$ cat src/rtl/mem_bus_arbiter_pkg.sv
// Bus-wide constants and requester IDs shared by the arbiter, return tracker and core.
package lisp_bus_pkg;

  localparam int          BUS_ADDR_W  = 16;
  localparam int          BUS_DATA_W  = 20;
  localparam int          VALUE_W     = 16;
  localparam int          TAG_W       = 4;
  localparam int          IO_OFF_W    = 7;
  localparam logic [15:0] BUS_IO_BASE = 16'hFF80;

  typedef enum logic {
    REQ_CPU = 1'b0,
    REQ_AUX = 1'b1
  } req_id_e;

endpackage

$ cat src/rtl/mem_bus_arbiter_return_tracker.sv
// One-entry read-return tracker: remembers who issued the last granted read and
// whether it targeted RAM or the register window, then strobes that owner's rvalid.
module bus_return_tracker
  import lisp_bus_pkg::*;
#(
  parameter int DATA_W = BUS_DATA_W
) (
  input  logic              clk_i,
  input  logic              rst_i,
  input  logic              load_i,
  input  req_id_e           owner_i,
  input  logic              io_sel_i,
  input  logic [DATA_W-1:0] mem_rdata_i,
  input  logic [DATA_W-1:0] io_rdata_i,
  output logic              cpu_rvalid_o,
  output logic              aux_rvalid_o,
  output logic [DATA_W-1:0] rdata_o
);

  logic    valid_q, valid_d;
  req_id_e owner_q, owner_d;
  logic    io_sel_q, io_sel_d;

  always_comb begin
    valid_d  = load_i;
    owner_d  = owner_q;
    io_sel_d = io_sel_q;
    if (load_i) begin
      owner_d  = owner_i;
      io_sel_d = io_sel_i;
    end
  end

  always_ff @(posedge clk_i or posedge rst_i) begin
    if (rst_i) begin
      valid_q  <= 1'b0;
      owner_q  <= REQ_CPU;
      io_sel_q <= 1'b0;
    end else begin
      valid_q  <= valid_d;
      owner_q  <= owner_d;
      io_sel_q <= io_sel_d;
    end
  end

  assign cpu_rvalid_o = !rst_i && valid_q && (owner_q == REQ_CPU);
  assign aux_rvalid_o = !rst_i && valid_q && (owner_q == REQ_AUX);
  assign rdata_o      = io_sel_q ? io_rdata_i : mem_rdata_i;

endmodule

$ cat src/rtl/mem_bus_arbiter.sv
// Two-master arbiter in front of the single-port RAM with a hardware-register window.
// Handshake: a request is accepted in any cycle with req && gnt; masters hold req/addr/we/wdata until then.
module mem_bus_arbiter
  import lisp_bus_pkg::*;
#(
  parameter int                ADDR_W       = BUS_ADDR_W,
  parameter int                DATA_W       = BUS_DATA_W,
  parameter logic [ADDR_W-1:0] IO_BASE      = ADDR_W'(BUS_IO_BASE),
  parameter int                STARVE_LIMIT = 4,
  parameter int                LOCK_MAX     = 4
) (
  input  logic                clk,
  input  logic                reset,
  input  logic                cpu_req,
  input  logic [ADDR_W-1:0]   cpu_addr,
  input  logic                cpu_we,
  input  logic [DATA_W-1:0]   cpu_wdata,
  output logic                cpu_gnt,
  output logic                cpu_rvalid,
  output logic [DATA_W-1:0]   cpu_rdata,
  input  logic                aux_req,
  input  logic [ADDR_W-1:0]   aux_addr,
  input  logic                aux_we,
  input  logic [DATA_W-1:0]   aux_wdata,
  output logic                aux_gnt,
  output logic                aux_rvalid,
  output logic [DATA_W-1:0]   aux_rdata,
  input  logic                aux_lock,
  output logic [ADDR_W-1:0]   mem_addr,
  output logic                mem_we,
  output logic [DATA_W-1:0]   mem_wdata,
  input  logic [DATA_W-1:0]   mem_rdata,
  output logic [IO_OFF_W-1:0] io_addr,
  output logic                io_we,
  output logic                io_re,
  output logic [DATA_W-1:0]   io_wdata,
  input  logic [DATA_W-1:0]   io_rdata
);

  localparam logic [3:0] STARVE_LIM = 4'(STARVE_LIMIT);
  localparam logic [3:0] LOCK_LIM   = 4'(LOCK_MAX);

  logic [3:0] starve_cnt_q, starve_cnt_d;
  logic       lock_own_q, lock_own_d;
  logic [3:0] lock_cnt_q, lock_cnt_d;
  logic       cpu_pref_q, cpu_pref_d;

  logic                lock_prio, starve_prio, aux_win, cpu_win, any_gnt;
  req_id_e             owner;
  logic [ADDR_W-1:0]   sel_addr;
  logic                sel_we, sel_io;
  logic [DATA_W-1:0]   sel_wdata, rdata;
  logic [IO_OFF_W-1:0] io_off;

  // cpu_pref_q lets the cpu win the first contested cycle after a lock is released.
  assign lock_prio   = lock_own_q && aux_req && aux_lock;
  assign starve_prio = (starve_cnt_q == STARVE_LIM) && !cpu_pref_q;
  assign aux_win     = !reset && aux_req && (lock_prio || starve_prio || !cpu_req);
  assign cpu_win     = !reset && cpu_req && !aux_win;
  assign any_gnt     = aux_win || cpu_win;

  assign cpu_gnt = cpu_win;
  assign aux_gnt = aux_win;

  assign owner     = aux_win ? REQ_AUX : REQ_CPU;
  assign sel_addr  = aux_win ? aux_addr  : cpu_addr;
  assign sel_we    = aux_win ? aux_we    : cpu_we;
  assign sel_wdata = aux_win ? aux_wdata : cpu_wdata;
  assign sel_io    = (sel_addr >= IO_BASE);
  assign io_off    = IO_OFF_W'(sel_addr - IO_BASE);

  always_comb begin
    mem_addr  = '0;
    mem_we    = 1'b0;
    mem_wdata = '0;
    io_addr   = '0;
    io_we     = 1'b0;
    io_re     = 1'b0;
    io_wdata  = '0;
    if (any_gnt) begin
      if (sel_io) begin
        io_addr  = io_off;
        io_we    = sel_we;
        io_re    = !sel_we;
        io_wdata = sel_wdata;
      end else begin
        mem_addr  = sel_addr;
        mem_we    = sel_we;
        mem_wdata = sel_wdata;
      end
    end
  end

  always_comb begin
    starve_cnt_d = starve_cnt_q;
    lock_own_d   = lock_own_q;
    lock_cnt_d   = lock_cnt_q;
    cpu_pref_d   = cpu_pref_q;
    if (!aux_req || aux_win) begin
      starve_cnt_d = '0;
    end else if (starve_cnt_q != STARVE_LIM) begin
      starve_cnt_d = starve_cnt_q + 4'd1;
    end
    if (cpu_req && aux_req) begin
      cpu_pref_d = 1'b0;
    end
    if (lock_own_q) begin
      if (lock_prio && aux_win) begin
        lock_cnt_d = lock_cnt_q + 4'd1;
        if (lock_cnt_d >= LOCK_LIM) begin
          lock_own_d = 1'b0;
          lock_cnt_d = '0;
          cpu_pref_d = 1'b1;
        end
      end else begin
        lock_own_d = 1'b0;
        lock_cnt_d = '0;
        cpu_pref_d = 1'b1;
      end
    end else if (aux_win && aux_lock) begin
      lock_own_d = (LOCK_LIM > 4'd1);
      lock_cnt_d = (LOCK_LIM > 4'd1) ? 4'd1 : 4'd0;
      cpu_pref_d = !(LOCK_LIM > 4'd1) || cpu_pref_d;
    end
  end

  always_ff @(posedge clk or posedge reset) begin
    if (reset) begin
      starve_cnt_q <= '0;
      lock_own_q   <= 1'b0;
      lock_cnt_q   <= '0;
      cpu_pref_q   <= 1'b0;
    end else begin
      starve_cnt_q <= starve_cnt_d;
      lock_own_q   <= lock_own_d;
      lock_cnt_q   <= lock_cnt_d;
      cpu_pref_q   <= cpu_pref_d;
    end
  end

  bus_return_tracker #(
    .DATA_W(DATA_W)
  ) u_ret (
    .clk_i       (clk),
    .rst_i       (reset),
    .load_i      (any_gnt && !sel_we),
    .owner_i     (owner),
    .io_sel_i    (sel_io),
    .mem_rdata_i (mem_rdata),
    .io_rdata_i  (io_rdata),
    .cpu_rvalid_o(cpu_rvalid),
    .aux_rvalid_o(aux_rvalid),
    .rdata_o     (rdata)
  );

  assign cpu_rdata = rdata;
  assign aux_rdata = rdata;

endmodule
$ cat config.mk
export PLATFORM = sky130hd
export DESIGN_NAME = mem_bus_arbiter
export DESIGN_NICKNAME = d
export VERILOG_FILES = /design/src/rtl/mem_bus_arbiter_pkg.sv /design/src/rtl/mem_bus_arbiter_return_tracker.sv /design/src/rtl/mem_bus_arbiter.sv
export SDC_FILE = /design/constraint.sdc
export NUM_CORES = 1
export LEC_CHECK = 0
export BUFFER_PORTS_ARGS = -buffer_cell sky130_fd_sc_hd__buf_2
export CORE_AREA = 2 2 88 90
export CTS_CLUSTER_DIAMETER = 120
export DETAILED_ROUTE_END_ITERATION = 8
export DIE_AREA = 0 0 90 92
export PLACE_DENSITY = 0.74
export SLEW_MARGIN = 20
export SYNTH_ARGS = -nofsm -noshare
export SYNTH_HDL_FRONTEND = slang
export SYNTH_SLANG_ARGS = --single-unit
$ cat constraint.sdc
create_clock -name clk -period 2.17 [get_ports clk]
set_input_delay 0.434 -clock clk [delete_from_list [all_inputs] [get_ports clk]]
set_output_delay 0.434 -clock clk [all_outputs]
set_load 0.02 [all_outputs]
==> results of run 1 <==
flip-flops by register name, summed over array words and instances, names as in the netlist:
name	count
lock_cnt_q	4
starve_cnt_q	4
cpu_pref_q	1
lock_own_q	1
u_ret.io_sel_q	1
u_ret.owner_q	1
u_ret.valid_q	1
area by class of cell:
cell class / count / area share [%]
tap: 102 / 3.21
sequential: 13 / 8.18
timing repair buffer: 265 / 48.2
inverter: 6 / 0.692
clock buffer: 4 / 1.13
multi-input combinational: 168 / 38.6
synthesized netlist by cell type (2+ instances only):
cell	n
dfrtp_1	13
buf_2	4
nor2_1	7
nand2_1	7
a32o_1	56
o22ai_1	2
a21oi_1	14
ha_1	3
nand3_1	24
and2_1	7
inv_1	5
mux2_2	21
and3_1	3
nand2b_1	3
o21ai_0	4
buf_6	6
nand4_1	2
buf_4	22
clkbuf_1	9
per-layer routing:
metal | track usage (%) | vias to the layer above | wire length, µm
met5 | 0 | - | 0
met3 | 2.47 | 25 | 675
met4 | 6.92 | 0 | 317
met1 | 19.7 | 1420 | 3110
met2 | 39.8 | 183 | 4910
li1 | - | 1362 | -
logic make-up after synthesis:
kind of cell	after synthesis	share of synthesized area, %
flops	13	16.5
buf+inv	48	15.8
mux	23	13.2
fa+ha+maj	3	1.90
xor+xnor	1	0.443
simple gates	61	16.8
compound gates	80	35.4
what timing repair did:
action,in CTS,in global routing
buffers inserted,1,3
resized for setup,96,48
setup endpoints to repair,66,66
cloned,2,3
pin swaps,13,15
worst min-delay path: stages:
cell and delay (ns):
buf_2 0.11, buf_4 0.14, inv_1 0.06, buf_4 0.22
worst paths after layout:
check                                  end  slack, ns  depth (start not counted)
max in group asynchronous  starve_cnt_q[2]       1.63                          4
hold reg to reg                 cpu_pref_q       0.52                          1
setup / recovery             mem_wdata[13]      -0.27                          8
setup reg to reg            u_ret.io_sel_q       0.27                          8
hold / removal                  cpu_pref_q       0.37                          4
min in group clk             u_ret.owner_q       0.48                          2
stage by stage:
stage               util [%]  cells  worst slack (ns)
floorplan                  -    229           -0.0364
global placement        45.0    545           -0.0829
detailed placement      45.0    545            -0.109
CTS                     50.2    552            -0.271
global route            53.4    558            -0.347
finish                  53.4    558            -0.273
power breakdown:
group,switching (mW),leakage (nW),internal [mW]
clock network,0.0836,0.0228,0.130
logic,0.345,1.91,0.333
registers,0.0120,0.174,0.259
==> results by group, run 1 <==
Run status
  • Failing checks: negative setup slack
  • Status: finished with violations

Synthesis
  • Synth area leader: a32o_1
  • Yosys Warn Count: 0
  • Post-synth EDFFs: 0
  • Distinct cell type count after synthesis: 36
  • Cell Area, Synth: roughly 2000 µm²
  • Seq/Total Area, Yosys: roughly 16%
  • Top-area cell type share of the netlist area: between 20% and 30%
  • Post-synth net total: ~350
  • Mapped Avg Cell Area: between 8 and 9 µm²
  • FF+latch count, synth: 13
  • Synth Flop Type: dfrtp_1
  • Ranking of synthesized cells by area: a32o_1 28%, dfrtp_1 16%, mux2_2 12%
  • Mapped Cells: ~230
  • Post-synth ARST share: 100%

Routing
  • Number of vias in the routed layout: approximately 3000
  • Wire per inst: ~16 µm
  • Final antenna-violating net count: 0
  • DRT Pass-1 Iters: 5
  • DRT iter0 DRCs: a little over 90
  • DR DRC count: 0
  • Via-to-Cell Ratio: 5.36
  • DRT Wirelength: around 9 mm

Timing
  • Final Hold Viols: 0
  • Worst clock skew: 0.00273 ns
  • Endpoints failing setup: 66
  • Slew @ Worst Pin: roughly 0.46 ns
  • Highest Clock Rate: around 410 MHz
  • Max-slew headroom: between 60 and 70%
  • Fin. max-slew vios: 0
  • Setup WS post-layout: -0.273 ns
  • Final critical-path required period: roughly 2.4 ns
  • Setup Total Neg Slack: -14.04 ns
  • RSZ-0062 raised after global routing: true
  • Worst hold margin: approximately 0.37 ns
  • Part of the cycle the worst path needs: 113%

Setup path
  • CP startpoint: starve_cnt_q[0]
  • Arr. time, crit path: 2.01 ns
  • CP top delay family: compound AO/OA/AOI/OAI gates
  • Critical path required time: around 1.7 ns
  • CP max-delay cell: dfrtp_1
  • Startpoint Class: flop
  • Max FO, Critical Path: 6
  • Cells along the critical path: inv_2 -> ha_4 -> nand4bb_1 -> a31o_4 -> and2_4 -> clkbuf_16 -> a32o_2 -> buf_6
  • WS Path Type: reg -> out
  • Buf+Inv Stages, Crit Path: 3
  • Kind of end point of the critical path: output pin
  • RR Startpoint: starve_cnt_q[0]
  • Largest stage delay on the critical path: roughly 0.38 ns

Placement
  • GP Congestion: 0.799
  • Placed cell area: 3350 µm²
  • IO Port Bufs: roughly 230
  • Detail Placement HPWL: 6.53 mm

Die
  • Die ar.: a little over 8000 µm²
  • Core ar.: between 7000 and 8000 µm²
  • Die Y: 92 µm
  • Initial Util: a little over a quarter
  • Die W: about 90 µm
  • Site row count: 32
  • I/O pin count: roughly 230

Cells and area
  • Fillers: around 660
  • Final Cell Area: 3980 µm²
  • Most frequent cells in the layout: 162 x buf_2, 47 x buf_4, 45 x buf_6, 35 x a32o_2
  • NumNets Final: 579
  • Commonest non-fill, non-tap cell in the layout: buf_2
  • Layout cells sized above 1: approximately three quarters
  • Synthesis-to-layout area growth: 101%
  • Number of diodes: 0
  • Register area: around 330 µm²
  • Area of the multi-input gates: 1530 µm²

Clock network
  • CTS tree: done
  • Clock Path Buffers: 2
  • Post-CTS Hold Fix Bufs: 0
  • Worst skew pair latency: ~0.24 ns
  • Clock transition at path regs: approximately 0.06 ns
  • CTS Buf Count: 3
  • Clock sinks: 13
  • Clock Tree Root: clkbuf_8
  • Htree depth: 1

Global route
  • Antenna violations before repair: 0
  • First-pass GRT wire length: around 13 mm
  • Pin count of the biggest net entering global routing: 58
  • Via count of the first global-routing pass: around 2900
  • Total gr overflow: 0
  • Total track usage: between 10% and 20%

Pwr
  • Leakage: roughly 2.1 nW
  • Pwr dens: slightly below 300 nW/µm²
  • Total chip power: ~1.2 mW
  • Max rail drop VDD: about 0.27 mV

Worst hold path
  • Hold WC Path Type: in -> async

Run
  • Max cap viols: 0
No activity file was read; power rests on OpenSTA's default activity.
==> run 2: changes to the inputs <==
- ABC_AREA: default -> 1
- CORE_AREA: 2 2 88 90 -> 2 2 89 91
- DIE_AREA: 0 0 90 92 -> 0 0 91 93
- PLACE_DENSITY: 0.74 -> 0.78
==> run 2 against run 1 <==
The run still ends with negative setup slack left. Combinational power grew 55%. Fmax fell by 13%. Area after synthesis up 20%. Sequential power increased by 15%. Worst hold slack improved by 0.032 ns. Critical path depth rose by 8. Global-route usage increased by 4.3 points. Setup slack got worse by 0.36 ns. Largest cell class unchanged. Highest routed layer unchanged.
==> results by group, run 2 <==
Die
  • Site row count: 32 (unchanged)
  • Die Y: 93 µm (was 92 µm)
  • Core ar.: 7530 µm² (was 7450 µm²)
  • I/O pin count: 229 (unchanged)
  • Die W: 91 µm (was 90 µm)
  • Initial Util: 31.4% (was 26.5%)
  • Die ar.: 8460 µm² (was 8280 µm²)

Synthesis
  • Synth Flop Type: dfrtp_1 (unchanged)
  • Synth area leader: inv_1 (was a32o_1)
  • Cell Area, Synth: 2360 µm² (was 1980 µm²)
  • FF+latch count, synth: 13 (unchanged)
  • Mapped Cells: 384 (was 229)
  • Mapped Avg Cell Area: 6.16 µm² (was 8.63 µm²)
  • Top post-synthesis cells by count: 90 x inv_1, 72 x nand2_1, 29 x nor2_2 (was 56 x a32o_1, 24 x nand3_1, 22 x buf_4)
  • Ranking of synthesized cells by area: inv_1 14%, dfrtp_1 14%, nand2_1 11% (was a32o_1 28%, dfrtp_1 16%, mux2_2 12%)
  • Post-synth EDFFs: 0 (unchanged)
  • Post-synth ARST share: 100% (unchanged)
  • Distinct cell type count after synthesis: 34 (was 36)
  • Most frequent cell after synthesis: inv_1 (was a32o_1)
  • Yosys Warn Count: 0 (unchanged)
  • Top-area cell type share of the netlist area: 14.3% (was 28.4%)
  • Post-synth net total: 506 (was 351)
  • Seq/Total Area, Yosys: 13.8% (was 16.5%)

Global route
  • Global Route met3 Usage: 3.38% (was 2.47%)
  • Total track usage: 23.6% (was 19.4%)
  • M1 GR Usage: 22.1% (was 19.7%)
  • Pin count of the biggest net entering global routing: 21 (was 58)
  • GR peak layer: met2 (unchanged)
  • Antenna violations before repair: 0 (unchanged)
  • First-pass GRT wire length: 16.2 mm (was 13.3 mm)
  • Total gr overflow: 0 (unchanged)
  • Met2 usage: 49.6% (was 39.8%)
  • Via count of the first global-routing pass: 3490 (was 2850)

Setup path
  • Arr. time, crit path: 2.37 ns (was 2.01 ns)
  • Worst reg2reg path depth: 16 (was 8)
  • Max FO, Critical Path: 18 (was 6)
  • Critical Path End: mem_wdata[13] (unchanged)
  • Startpoint Class: flop (unchanged)
  • Kind of end point of the critical path: output pin (unchanged)
  • RR Startpoint: starve_cnt_q[0] (unchanged)
  • CP startpoint: starve_cnt_q[0] (unchanged)
  • Flop-to-flop setup slack: 0.06 ns (was 0.27 ns)
  • Worst reg2reg endpoint: u_ret.io_sel_q (unchanged)
  • WS Path Type: reg -> out (unchanged)
  • Critical path required time: 1.74 ns (about the same)

Placement
  • GP Congestion: 0.838 (was 0.799)
  • Placed cell area: 3940 µm² (was 3350 µm²)
  • Detail Placement HPWL: 7.72 mm (was 6.53 mm)
  • IO Port Bufs: 228 (unchanged)
  • DP Worst Slack: -0.467 ns (was -0.109 ns)

Run status
  • Failing checks: negative setup slack (unchanged)
  • Status: finished with violations (unchanged)

Timing
  • Part of the cycle the worst path needs: 129% (was 113%)
  • Max-slew headroom: 67.5% (was 69.1%)
  • Endpoints failing setup: 68 (was 66)
  • Slew @ Worst Pin: 0.487 ns (was 0.459 ns)
  • Worst clock skew: 0.00167 ns (was 0.00273 ns)
  • RSZ-0062 raised after global routing: true (unchanged)
  • Setup WS post-layout: -0.630 ns (was -0.273 ns)
  • Highest Clock Rate: 357 MHz (was 409 MHz)
  • Worst hold margin: 0.399 ns (was 0.367 ns)
  • Fin. max-slew vios: 0 (unchanged)
  • Final Hold Viols: 0 (unchanged)
  • Final critical-path required period: 2.80 ns (was 2.44 ns)

Pwr
  • Leakage: 2.69 nW (was 2.11 nW)
  • Pwr dens: 324 nW/µm² (was 292 nW/µm²)
  • Total chip power: 1.58 mW (was 1.16 mW)
  • Max rail drop VDD: 0.171 mV (was 0.270 mV)

Cells and area
  • Fin util: 64.7% (was 53.4%)
  • Final Cell Area: 4870 µm² (was 3980 µm²)
  • NumNets Final: 765 (was 579)
  • Layout cells sized above 1: 70.2% (was 77.0%)
  • Commonest non-fill, non-tap cell in the layout: buf_2 (unchanged)
  • Most frequent cells in the layout: 161 x buf_2, 70 x buf_6, 58 x inv_1, 47 x buf_4, 43 x nand2_1 (was 162 x buf_2, 47 x buf_4, 45 x buf_6, 35 x a32o_2)
  • Synthesis-to-layout area growth: 106% (was 101%)
  • Top flop regs: lock_cnt_q x4, starve_cnt_q x4 (unchanged)
  • Number of diodes: 0 (unchanged)

Routing
  • DRT iter0 DRCs: 72 (was 93)
  • Final antenna-violating net count: 0 (unchanged)
  • Via-to-Cell Ratio: 4.58 (was 5.36)
  • DR DRC count: 0 (unchanged)
  • Wire per inst: 14.8 µm (was 16.2 µm)
  • DRT Pass-1 Iters: 4 (was 5)
  • DRT Wirelength: 11.0 mm (was 9.01 mm)
  • Number of vias in the routed layout: 3405 (was 2990)

Clock network
  • CTS tree: done (unchanged)
  • Clock Path Buffers: 2 (unchanged)
  • Worst skew pair latency: 0.24 ns (about the same)
  • Clock sinks: 13 (unchanged)
  • CTS Buf Count: 3 (unchanged)
  • Clock Tree Root: clkbuf_8 (unchanged)
  • Htree depth: 1 (unchanged)
  • Clock transition at path regs: 0.05 ns (was 0.06 ns)

Worst hold path
  • Hold WC Path Type: in -> async (unchanged)

Run
  • Max cap viols: 0 (unchanged)
[run 2: per-layer routing]
layer	vias up	part of all wire [%]
met5	-	0
met4	0	4.4
met3	35	7.3
met2	185	56
met1	1555	32
li1	1630	-
[run 2: worst min-delay path by stage]
stage                 endpoint  cells past startpoint      startpoint  slack [ns]
2_1_floorplan       cpu_pref_q                      1           reset        0.31
3_3_place_gp    u_ret.io_sel_q                      2  u_ret.io_sel_q        0.50
3_5_place_dp    u_ret.io_sel_q                      2  u_ret.io_sel_q        0.50
4_1_cts          u_ret.owner_q                      3           reset        0.42
5_1_grt          u_ret.owner_q                      3           reset        0.44
6_report       starve_cnt_q[2]                      3           reset        0.40
[run 2: cell families (layout without fill, tap and decap cells)]
group	after synthesis	count (layout)	synth area share (%)
xor+xnor	4	4	1.48
fa+ha+maj	3	3	1.59
mux	23	23	10.8
flops	13	13	13.8
compound gates	33	33	7.46
buf+inv	131	387	26.8
simple gates	177	179	38.1
[run 2: cell type report]
type	count	area (µm²)
fillers	632	2660
repair buffers	288	2150
multi-input cells	242	1860
inverters	95	359
flip-flops and latches	13	325
well taps	102	128
clock buffers	4	45.0
[run 2: what timing repair did]
action,4_1_cts,5_1_grt
setup endpoints to repair,68,69
pin swaps,13,12
buffers inserted,7,4
cloned,5,2
hold buffers,0,0
gates resized for setup,144,76
[run 2: critical path, cell delays in order, from the launching register on]
cell and delay [ns]:
dfrtp_1 0.38, inv_2 0.08, ha_4 0.13, nand2_4 0.04, nor2_4 0.09, nand2_2 0.07
nand2_4 0.15, nand2_8 0.10, buf_6 0.18, or2_2 0.28, o21ai_0 0.10, inv_1 0.08
nand2_2 0.11, inv_1 0.06, nand2_1 0.08, inv_2 0.04, buf_4 0.14
[run 2: where the power goes]
group / switching, mW / internal, mW
Sequential: 0.0274 / 0.283
Clock: 0.0820 / 0.129
Combinational: 0.578 / 0.476
[run 2: metrics by stage]
stage / instances / setup TNS [ns]
6_report: 744 / -37.94
5_1_grt: 744 / -45.78
4_1_cts: 739 / -40.15
3_5_place_dp: 723 / -28.12
3_3_place_gp: 723 / -22.12
2_1_floorplan: 384 / -17.75
